### src/rtl/idu_issue_ctrl.sv
// Issue/hazard controller in front of the decode pipe register.
// Tracks outstanding long instructions (mul/div/load) in a small scoreboard
// indexed by the long-instruction ID, detects RAW/WAW/structural hazards,
// allocates IDs at issue and frees them on commit.
// Optional feature macro: IDU_ISSUE_COMMIT_BYPASS_EN -- an entry committing
// this cycle is treated as free/non-matching for same-cycle hazard checks
// and ID selection.
module idu_issue_ctrl #(
  parameter int unsigned ID_W       = 2,
  parameter int unsigned REG_ADDR_W = 5
) (
  input  logic                  clk,
  input  logic                  rst,
  input  logic                  dec_valid_i,
  input  logic                  dec_is_long_i,
  input  logic                  dec_rs1_re_i,
  input  logic [REG_ADDR_W-1:0] dec_rs1_i,
  input  logic                  dec_rs2_re_i,
  input  logic [REG_ADDR_W-1:0] dec_rs2_i,
  input  logic                  dec_rd_we_i,
  input  logic [REG_ADDR_W-1:0] dec_rd_i,
  input  logic                  issue_ready_i,
  input  logic                  flush_i,
  input  logic                  commit_valid_i,
  input  logic [ID_W-1:0]       commit_id_i,
  output logic                  stall_o,
  output logic                  issue_fire_o,
  output logic                  alloc_valid_o,
  output logic [ID_W-1:0]       alloc_id_o,
  output logic [ID_W:0]         busy_cnt_o,
  output logic                  full_o,
  output logic                  err_o
);

  localparam int unsigned NUM_ID = 1 << ID_W;
  localparam int unsigned CNT_W  = ID_W + 1;

  // Scoreboard state
  logic [NUM_ID-1:0]     valid_q;
  logic [NUM_ID-1:0]     valid_d;
  logic [REG_ADDR_W-1:0] rd_q [NUM_ID];
  logic [REG_ADDR_W-1:0] rd_d [NUM_ID];
  logic [CNT_W-1:0]      busy_cnt_q;
  logic [CNT_W-1:0]      busy_cnt_d;
  logic                  full_q;
  logic                  err_q;
  logic                  err_d;

  // Commit decode and hazard intermediates
  logic [NUM_ID-1:0]     commit_vec;
  logic [NUM_ID-1:0]     commit_hit_vec;
  logic                  commit_hit;
  logic                  commit_miss;
  logic [NUM_ID-1:0]     avail_valid;
  logic                  rs1_match;
  logic                  rs2_match;
  logic                  rd_match;
  logic                  raw_hit;
  logic                  waw_hit;
  logic                  struct_hit;
  logic                  any_free;
  logic [ID_W-1:0]       free_id;
  logic [REG_ADDR_W-1:0] alloc_rd;

  // One-hot decode of the commit bus; a hit only counts against a valid entry
  always_comb begin
    commit_vec = '0;
    if (commit_valid_i) begin
      commit_vec[commit_id_i] = 1'b1;
    end
  end

  assign commit_hit_vec = commit_vec & valid_q;
  assign commit_hit     = |commit_hit_vec;
  assign commit_miss    = commit_valid_i && !commit_hit;

  // Entries considered occupied for this cycle's hazard and free checks
`ifdef IDU_ISSUE_COMMIT_BYPASS_EN
  assign avail_valid = valid_q & ~commit_hit_vec;
`else
  assign avail_valid = valid_q;
`endif

  // Register match against occupied entries and lowest-index free entry search
  always_comb begin
    rs1_match = 1'b0;
    rs2_match = 1'b0;
    rd_match  = 1'b0;
    any_free  = 1'b0;
    free_id   = '0;
    for (int unsigned i = 0; i < NUM_ID; i++) begin
      if (avail_valid[i]) begin
        if (rd_q[i] == dec_rs1_i) rs1_match = 1'b1;
        if (rd_q[i] == dec_rs2_i) rs2_match = 1'b1;
        if (rd_q[i] == dec_rd_i)  rd_match  = 1'b1;
      end
    end
    for (int i = NUM_ID - 1; i >= 0; i--) begin
      if (!avail_valid[i]) begin
        any_free = 1'b1;
        free_id  = ID_W'(i);
      end
    end
  end

  // Hazard classification and issue handshake
  always_comb begin
    raw_hit = (dec_rs1_re_i && (dec_rs1_i != '0) && rs1_match) ||
              (dec_rs2_re_i && (dec_rs2_i != '0) && rs2_match);
    waw_hit = dec_rd_we_i && (dec_rd_i != '0) && rd_match;
    struct_hit = dec_is_long_i && !any_free;
    stall_o = dec_valid_i && !flush_i && (raw_hit || waw_hit || struct_hit);
    issue_fire_o  = dec_valid_i && issue_ready_i && !flush_i && !stall_o;
    alloc_valid_o = issue_fire_o && dec_is_long_i;
    alloc_id_o    = any_free ? free_id : '0;
    alloc_rd      = dec_rd_we_i ? dec_rd_i : '0;
  end

  // Next scoreboard state: commit clears first, allocation overrides on the same index
  always_comb begin
    valid_d = valid_q;
    for (int unsigned i = 0; i < NUM_ID; i++) begin
      rd_d[i] = rd_q[i];
      if (commit_hit_vec[i]) begin
        valid_d[i] = 1'b0;
      end
      if (alloc_valid_o && (alloc_id_o == ID_W'(i))) begin
        valid_d[i] = 1'b1;
        rd_d[i]    = alloc_rd;
      end
    end
  end

  // Occupancy counter and sticky error for commits to free entries
  always_comb begin
    busy_cnt_d = busy_cnt_q;
    if (alloc_valid_o && !commit_hit) begin
      busy_cnt_d = busy_cnt_q + CNT_W'(1);
    end else if (!alloc_valid_o && commit_hit) begin
      busy_cnt_d = busy_cnt_q - CNT_W'(1);
    end
    err_d = err_q || commit_miss;
  end

  // State registers with synchronous reset
  always_ff @(posedge clk) begin
    if (rst) begin
      valid_q    <= '0;
      busy_cnt_q <= '0;
      full_q     <= 1'b0;
      err_q      <= 1'b0;
      for (int unsigned i = 0; i < NUM_ID; i++) begin
        rd_q[i] <= '0;
      end
    end else begin
      valid_q    <= valid_d;
      busy_cnt_q <= busy_cnt_d;
      full_q     <= (busy_cnt_d == CNT_W'(NUM_ID));
      err_q      <= err_d;
      for (int unsigned i = 0; i < NUM_ID; i++) begin
        rd_q[i] <= rd_d[i];
      end
    end
  end

  assign busy_cnt_o = busy_cnt_q;
  assign full_o     = full_q;
  assign err_o      = err_q;

endmodule

### config.mk
export PLATFORM = sky130hd
export DESIGN_NAME = idu_issue_ctrl
export DESIGN_NICKNAME = d
export VERILOG_FILES = /design/src/rtl/idu_issue_ctrl.sv
export SDC_FILE = /design/constraint.sdc
export NUM_CORES = 1
export LEC_CHECK = 0
export ABC_CLOCK_PERIOD_IN_PS = 3500
export BUFFER_PORTS_ARGS = -buffer_cell sky130_fd_sc_hd__buf_2
export CORE_ASPECT_RATIO = 0.6
export CORE_MARGIN = 2
export CORE_UTILIZATION = 55
export CTS_CLUSTER_DIAMETER = 30
export DETAILED_ROUTE_END_ITERATION = 7
export GPL_TIMING_DRIVEN = 0
export PLACE_DENSITY = 0.86
export SLEW_MARGIN = 20
export SYNTH_ARGS = -nofsm -noshare
export SYNTH_HDL_FRONTEND = slang
export SYNTH_SLANG_ARGS = --single-unit
### constraint.sdc
create_clock -name clk -period 3.5 [get_ports clk]
set_input_delay 0.7 -clock clk [delete_from_list [all_inputs] [get_ports clk]]
set_output_delay 0.7 -clock clk [all_outputs]
set_load 0.005 [all_outputs]
==> results.json, run 1 <==
{
  "die_area_mm2": 0.00479,
  "tightest_slew_ps": 522,
  "clkPwrFrac_pct": 38.7,
  "fmax_ghz": 0.297,
  "synth_edf_count": 0,
  "worst_slack_ps": 129,
  "h-tree-depth": 2,
  "ys_seq_area_share_pct": 24.9,
  "synth_cells": 283,
  "dpl.hpwl_um": 4830,
  "netlist_area_mm2": 0.00233,
  "drt_iter0_markers": 255,
  "hold_end": "err_o$_SDFF_PP0_",
  "fin_skew_ps": 8.18,
  "min_period_over_period_pct": 96.3,
  "finalNetCount": 339,
  "pre_cts_ws_ps": 152,
  "cpPeakStageDelay_ps": 380,
  "setup_tns_ps": 0,
  "drt-total-wl_um": 6280,
  "r2r_slack_ps": 1030,
  "yosys_register_bits": 29,
  "path_cells": "buf_6 -> xor2_1 -> nor4_1 -> nand3_1 -> and4_4 -> o22a_2 -> nand3_1 -> inv_1 -> buf_2 -> buf_2",
  "cp.buffers_inverters": 4,
  "crit_arrival_ps": 2670,
  "initial_core_util_pct": 56.9,
  "crit_family": "simple AND/OR/NAND/NOR gates",
  "clk_path_buf_depth": 2,
  "vias_per_cell": 5.93,
  "drv_cap": 0,
  "portBuffers": 20,
  "setup_violations": 0,
  "holdPathStages": 2,
  "min-delay-path-class": "reg -> reg",
  "grt_max_degree": 11,
  "cts_buffers": 5,
  "antenna_found_initial": 0,
  "avgSynthCellArea_um2": 8.24,
  "hold_start": "err_o$_SDFF_PP0_",
  "pwr-share-comb_pct": 16.8,
  "cts_hold_buf": 0,
  "syn-num-nets": 312,
  "avgRoutedWirePerCell_um": 16.9,
  "die_h_um": 54.4,
  "drv_slew": 0,
  "hold_violations": 0,
  "num_io_pins": 37,
  "clk_latency_ps": 290,
  "r2r_end": "rd_q[1][4]$_SDFFE_PP0P_",
  "p_leak_nw": 1.05,
  "grt_pass1_vias": 2011,
  "final_layout_size_suffix_gt1_share_pct": 20.6,
  "relSlewSlack_pct": 65.2,
  "gp_congestion": 0.953,
  "critPathMaxFanout": 10,
  "reg2reg_from": "rd_q[2][2]$_SDFFE_PP0P_",
  "die-width_um": 88.0,
  "status": "finished, final reports clean",
  "detailroute.via_count": 2201,
  "p_int_mw": 0.552,
  "cp-start-kind": "primary input",
  "rr_worst_depth": 10,
  "grt_overflow": 0,
  "syn2layout_area_growth_pct": 11.6,
  "cts_resized": 0,
  "grt_use_total_pct": 29.0,
  "sequentialPowerShare_pct": 44.4,
  "ant_nets": 0,
  "layout.cells.non_filler": 371,
  "drt_first_pass_iters": 4,
  "dp_cells": 363,
  "cts_root_buf": "clkbuf_8",
  "synth_ff_type": "dfxtp_1",
  "rsz0062_at_grt": "no",
  "ys_warn_count": 0,
  "min_period_ps": 3370,
  "rows": 18,
  "async_flop_share_pct": 0,
  "drc": 0,
  "endpoint_kind": "primary output",
  "slowest_stage": "nor4_1",
  "synth_cell_type_count": 47,
  "n_antenna_cell": 0,
  "cts_setup_buffers": 0,
  "sw_frac_of_total_pct": 28.5,
  "worstSetupPathType": "in -> out",
  "power.switching_mw": 0.220,
  "worst_ep_required_time_ps": 2800,
  "core_mm2": 0.00410,
  "cellPowerDensity_mw_per_mm2": 297,
  "grt_pass1_wl_um": 10300,
  "clk_pin_slew_ps": 70,
  "cts.sinks": 29,
  "vdd_drop_max_uv": 219,
  "cts_tree": "built"
}
## cells by family (layout without fill, tap and decap cells)
group	after synthesis	count (layout)	synth area share, %
mux	1	1	0.966
compound gates	67	67	18.3
buf+inv	34	62	8.54
flops	29	29	24.9
fa+ha+maj	2	2	1.07
xor+xnor	62	62	23.3
simple gates	88	88	23.0
## final cells by class
cell class,count,area (um2)
multi-input combinational,220,1550
fill,362,1500
sequential,29,581
buffer,26,169
timing repair buffer,20,100
clock buffer,6,82.6
tap,60,75.1
inverter,8,30.0
clock inverter,2,13.8
## power groups by stage
stage | Combinational, mW | Clock [mW] | Sequential, mW
3_3_place_gp | 0.125 | 0 | 0.350
6_report | 0.130 | 0.299 | 0.343
5_1_grt | 0.143 | 0.318 | 0.344
2_1_floorplan | 0.0956 | 0 | 0.349
3_5_place_dp | 0.129 | 0 | 0.350
4_1_cts | 0.129 | 0.299 | 0.343
## worst max-delay path by stage
| stage | cells after the start | to | from |
|---|---|---|---|
| after floorplan | 9 | alloc_valid_o | dec_rs1_i[1] |
| after global placement | 10 | alloc_valid_o | dec_rs2_i[4] |
| after detailed placement | 10 | alloc_valid_o | dec_rs2_i[4] |
| after CTS | 10 | alloc_valid_o | dec_rs2_i[4] |
| after global routing | 10 | alloc_valid_o | dec_rs2_i[4] |
| final | 10 | alloc_valid_o | dec_rs2_i[4] |
## sequential cells by signal (all words and copies together) (netlist names)
| name | flops |
|---|---|
| avail_valid | 4 |
| busy_cnt_o | 3 |
| err_o | 1 |
| full_o | 1 |
| rd_q | 20 |
## worst min-delay path, stage by stage (launching register included)
cell	delay, ps
dfxtp_1	330
a21oi_1	40
nor2_1	70
## cell usage in the layout (no fill, tap or decap), types with 5 or more instances in the layout
master and n:
xor2_1 45, buf_2 32, dfxtp_1 29, a21oi_1 25
nand3_1 21, xnor2_1 17, o21ai_0 12, nor4_1 11
o21ai_1 11, nand2_1 11, nand4_1 10, inv_1 8
buf_6 7, and2_1 7, clkbuf_1 6, clkbuf_8 6
nor2_1 5, nand3b_1 5
## routing by layer
layer,track usage (%),share of wire [%]
met1,43.0,48
met2,41.3,40
met3,7.69,11
met4,7.32,0.89
met5,0,0
## synthesized netlist by cell type, types with 2 or more instances
| cell | n | area share (%) |
|---|---|---|
| or4_1 | 2 | 0.64 |
| and4_4 | 2 | 0.97 |
| a21oi_1 | 25 | 5.4 |
| dfxtp_1 | 29 | 25 |
| nand3b_1 | 5 | 1.6 |
| nand2_1 | 11 | 1.8 |
| inv_1 | 8 | 1.3 |
| and2_1 | 7 | 1.9 |
| xnor2_1 | 17 | 6.4 |
| nor4_2 | 2 | 1.1 |
| o21ai_1 | 11 | 2.4 |
| o21ai_0 | 12 | 2.6 |
| xor2_1 | 45 | 17 |
| a31oi_1 | 3 | 0.81 |
| nor2_1 | 5 | 0.81 |
| clkbuf_1 | 6 | 0.97 |
| o21ai_4 | 2 | 1.4 |
| o31ai_1 | 2 | 0.64 |
| nor4_1 | 11 | 3.0 |
| ha_1 | 2 | 1.1 |
| nand2b_1 | 2 | 0.54 |
| buf_6 | 7 | 3.4 |
| nand4_1 | 10 | 2.7 |
| and3_1 | 2 | 0.54 |
| nand3_1 | 21 | 4.5 |
| buf_2 | 12 | 2.6 |
| or4_4 | 2 | 0.97 |
## through the flow
step / util (%) / area (um2) / power (mW) / hold slack (ps)
floorplan: - / 2330 / 0.445 / 460
global placement: 61.1 / 2510 / 0.476 / 452
detailed placement: 61.1 / 2510 / 0.479 / 462
CTS: 63.5 / 2600 / 0.771 / 479
global route: 63.5 / 2600 / 0.806 / 507
finish: 63.5 / 2600 / 0.772 / 473
Power figures use the tool's default switching activity.
==> run 2: changes to the inputs <==
--- a/config.mk
+++ b/config.mk
@@ -7,7 +7,6 @@
 export LEC_CHECK = 0
 export ABC_CLOCK_PERIOD_IN_PS = 3500
 export BUFFER_PORTS_ARGS = -buffer_cell sky130_fd_sc_hd__buf_2
-export CORE_ASPECT_RATIO = 0.6
 export CORE_MARGIN = 2
 export CORE_UTILIZATION = 55
 export CTS_CLUSTER_DIAMETER = 30
==> results.json, run 2 (same netlist as run 1, synthesis figures left out) <==
{
  "fmax_ghz": 0.304,
  "min-delay-path-class": "reg -> reg",
  "worstSetupPathType": "in -> out",
  "pre_cts_ws_ps": 240,
  "hold_start": "err_o$_SDFF_PP0_",
  "final_layout_size_suffix_gt1_share_pct": 20.6,
  "clk_path_buf_depth": 2,
  "drv_cap": 0,
  "path_cells": "buf_2 -> xor2_1 -> nor4_1 -> nand3_1 -> and4_4 -> o22a_2 -> nand3_1 -> inv_1 -> buf_2 -> buf_2",
  "drt_iter0_markers": 132,
  "cts_buffers": 5,
  "final-seq-area_um2": 581,
  "cts_hold_buf": 0,
  "cts_tree": "built",
  "grt_pass1_vias": 2145,
  "finalNetCount": 339,
  "rsz0062_at_grt": "no",
  "cpPeakStageDelay_ps": 290,
  "regMostFlops": "rd_q",
  "cts_root_buf": "clkbuf_8",
  "die_area_mm2": 0.00477,
  "vdd_drop_max_uv": 202,
  "initial_core_util_pct": 57.9,
  "multi_input_area_mm2": 0.00155,
  "slowest_stage": "nor4_1",
  "n_antenna_cell": 0,
  "cp-startpoint": "dec_rs1_i[3]",
  "num_io_pins": 37,
  "rows": 23,
  "cp_common_cell": "buf_2",
  "h-tree-depth": 2,
  "clk_latency_ps": 290,
  "critPathMaxFanout": 10,
  "cts_setup_buffers": 0,
  "portBuffers": 20,
  "min_period_ps": 3290,
  "fin_skew_ps": 5.68,
  "reg2reg_from": "avail_valid[2]$_SDFFE_PP0P_",
  "syn2layout_area_growth_pct": 11.3,
  "drc": 0,
  "grt_max_degree": 11,
  "vias_per_cell": 6.11,
  "p_leak_nw": 1.05,
  "clkPwrFrac_pct": 39.3,
  "tightest_slew_ps": 555,
  "core_mm2": 0.00403,
  "pwr-share-comb_pct": 16.8,
  "cts.sinks": 29,
  "worst_ep_required_time_ps": 2800,
  "cellPowerDensity_mw_per_mm2": 301,
  "worst_slack_ps": 206,
  "avgRoutedWirePerCell_um": 16.8,
  "cts_resized": 0,
  "clk_pin_slew_ps": 60,
  "drt_first_pass_iters": 4,
  "ant_nets": 0,
  "crit_arrival_ps": 2590,
  "cp-start-kind": "primary input",
  "die-width_um": 69.1,
  "endpoint_kind": "primary output",
  "final_cell_mix": "xor2_1 (45), buf_2 (32), dfxtp_1 (29)",
  "drv_slew": 0,
  "grt_use_total_pct": 26.4,
  "power.switching_mw": 0.211,
  "hold_violations": 0,
  "sequentialPowerShare_pct": 44.0,
  "min_period_over_period_pct": 94.1,
  "die_h_um": 69.1,
  "final_common_cell": "xor2_1",
  "grt_pass1_wl_um": 10200,
  "largest_register_ffs": 20,
  "p_int_mw": 0.570,
  "status": "finished, final reports clean",
  "drt-total-wl_um": 6060,
  "grt_overflow": 0,
  "dpl.hpwl_um": 4480,
  "detailroute.via_count": 2207,
  "sw_frac_of_total_pct": 27.0,
  "setup_violations": 0,
  "fillCellCount": 331,
  "gp_congestion": 0.889,
  "r2r_slack_ps": 1140,
  "relSlewSlack_pct": 63.0,
  "setup_tns_ps": 0,
  "antenna_found_initial": 0
}
-- run 2: cell types whose count changed in the layout (fill, tap and decap cells not counted) --
| cell | before | now |
|---|---|---|
| clkbuf_8 | 6 | 7 |
| clkinv_4 | 1 | 0 |
-- run 2: final timing paths --
| kind | cells past startpoint | end |
|---|---|---|
| worst max register to register | 7 | full_o$_SDFF_PP0_ |
| worst min-delay path | 2 | err_o$_SDFF_PP0_ |
| worst min register to register | 2 | err_o$_SDFF_PP0_ |
| worst max-delay path | 10 | alloc_valid_o |
-- run 2: power groups by stage --
stage,sequential [mW],clock (mW),combinational (mW)
2_1_floorplan,0.349,0,0.0956
3_3_place_gp,0.350,0,0.126
3_5_place_dp,0.350,0,0.129
4_1_cts,0.343,0.313,0.130
5_1_grt,0.344,0.326,0.145
6_report,0.343,0.307,0.131
-- run 2: layer usage --
metal  vias to the layer above  global-route usage (%)  part of all wire (%)
met5                         -                       0                     0
met4                         0                    11.5                   2.7
met3                        16                    4.53                   5.8
met2                        97                    43.1                    47
met1                      1035                    34.0                    44
li1                       1059                       -                     -
-- run 2: final cells by class --
type	instances	share of cell area (%)
Multi-Input combinational cell	220	59.8
Clock buffer	7	3.71
Sequential cell	29	22.4
Buffer	26	6.51
Tap cell	50	2.41
Timing Repair Buffer	20	3.86
Inverter	8	1.16
Clock inverter	1	0.193
-- run 2: through the flow --
stage                     utilization (%)  instance area [um2]  hold slack (ps)  power, mW  std cells
after global routing                 64.4                 2590              536      0.814        361
after floorplan                         -                 2330              460      0.445        283
after detailed placement             61.9                 2490              465      0.480        353
after CTS                            64.4                 2590              483      0.786        361
after global placement               61.9                 2490              452      0.476        353
final                                64.4                 2590              473      0.781        361
-- run 2: worst max-delay path, delay by kind of cell --
kind                      cells  cell delay, ps
AOI/OAI and AO/OA             1             240
xor gates and xnor gates      1             150
buffers and inverters         4             640
and+or+nand+nor               4             870
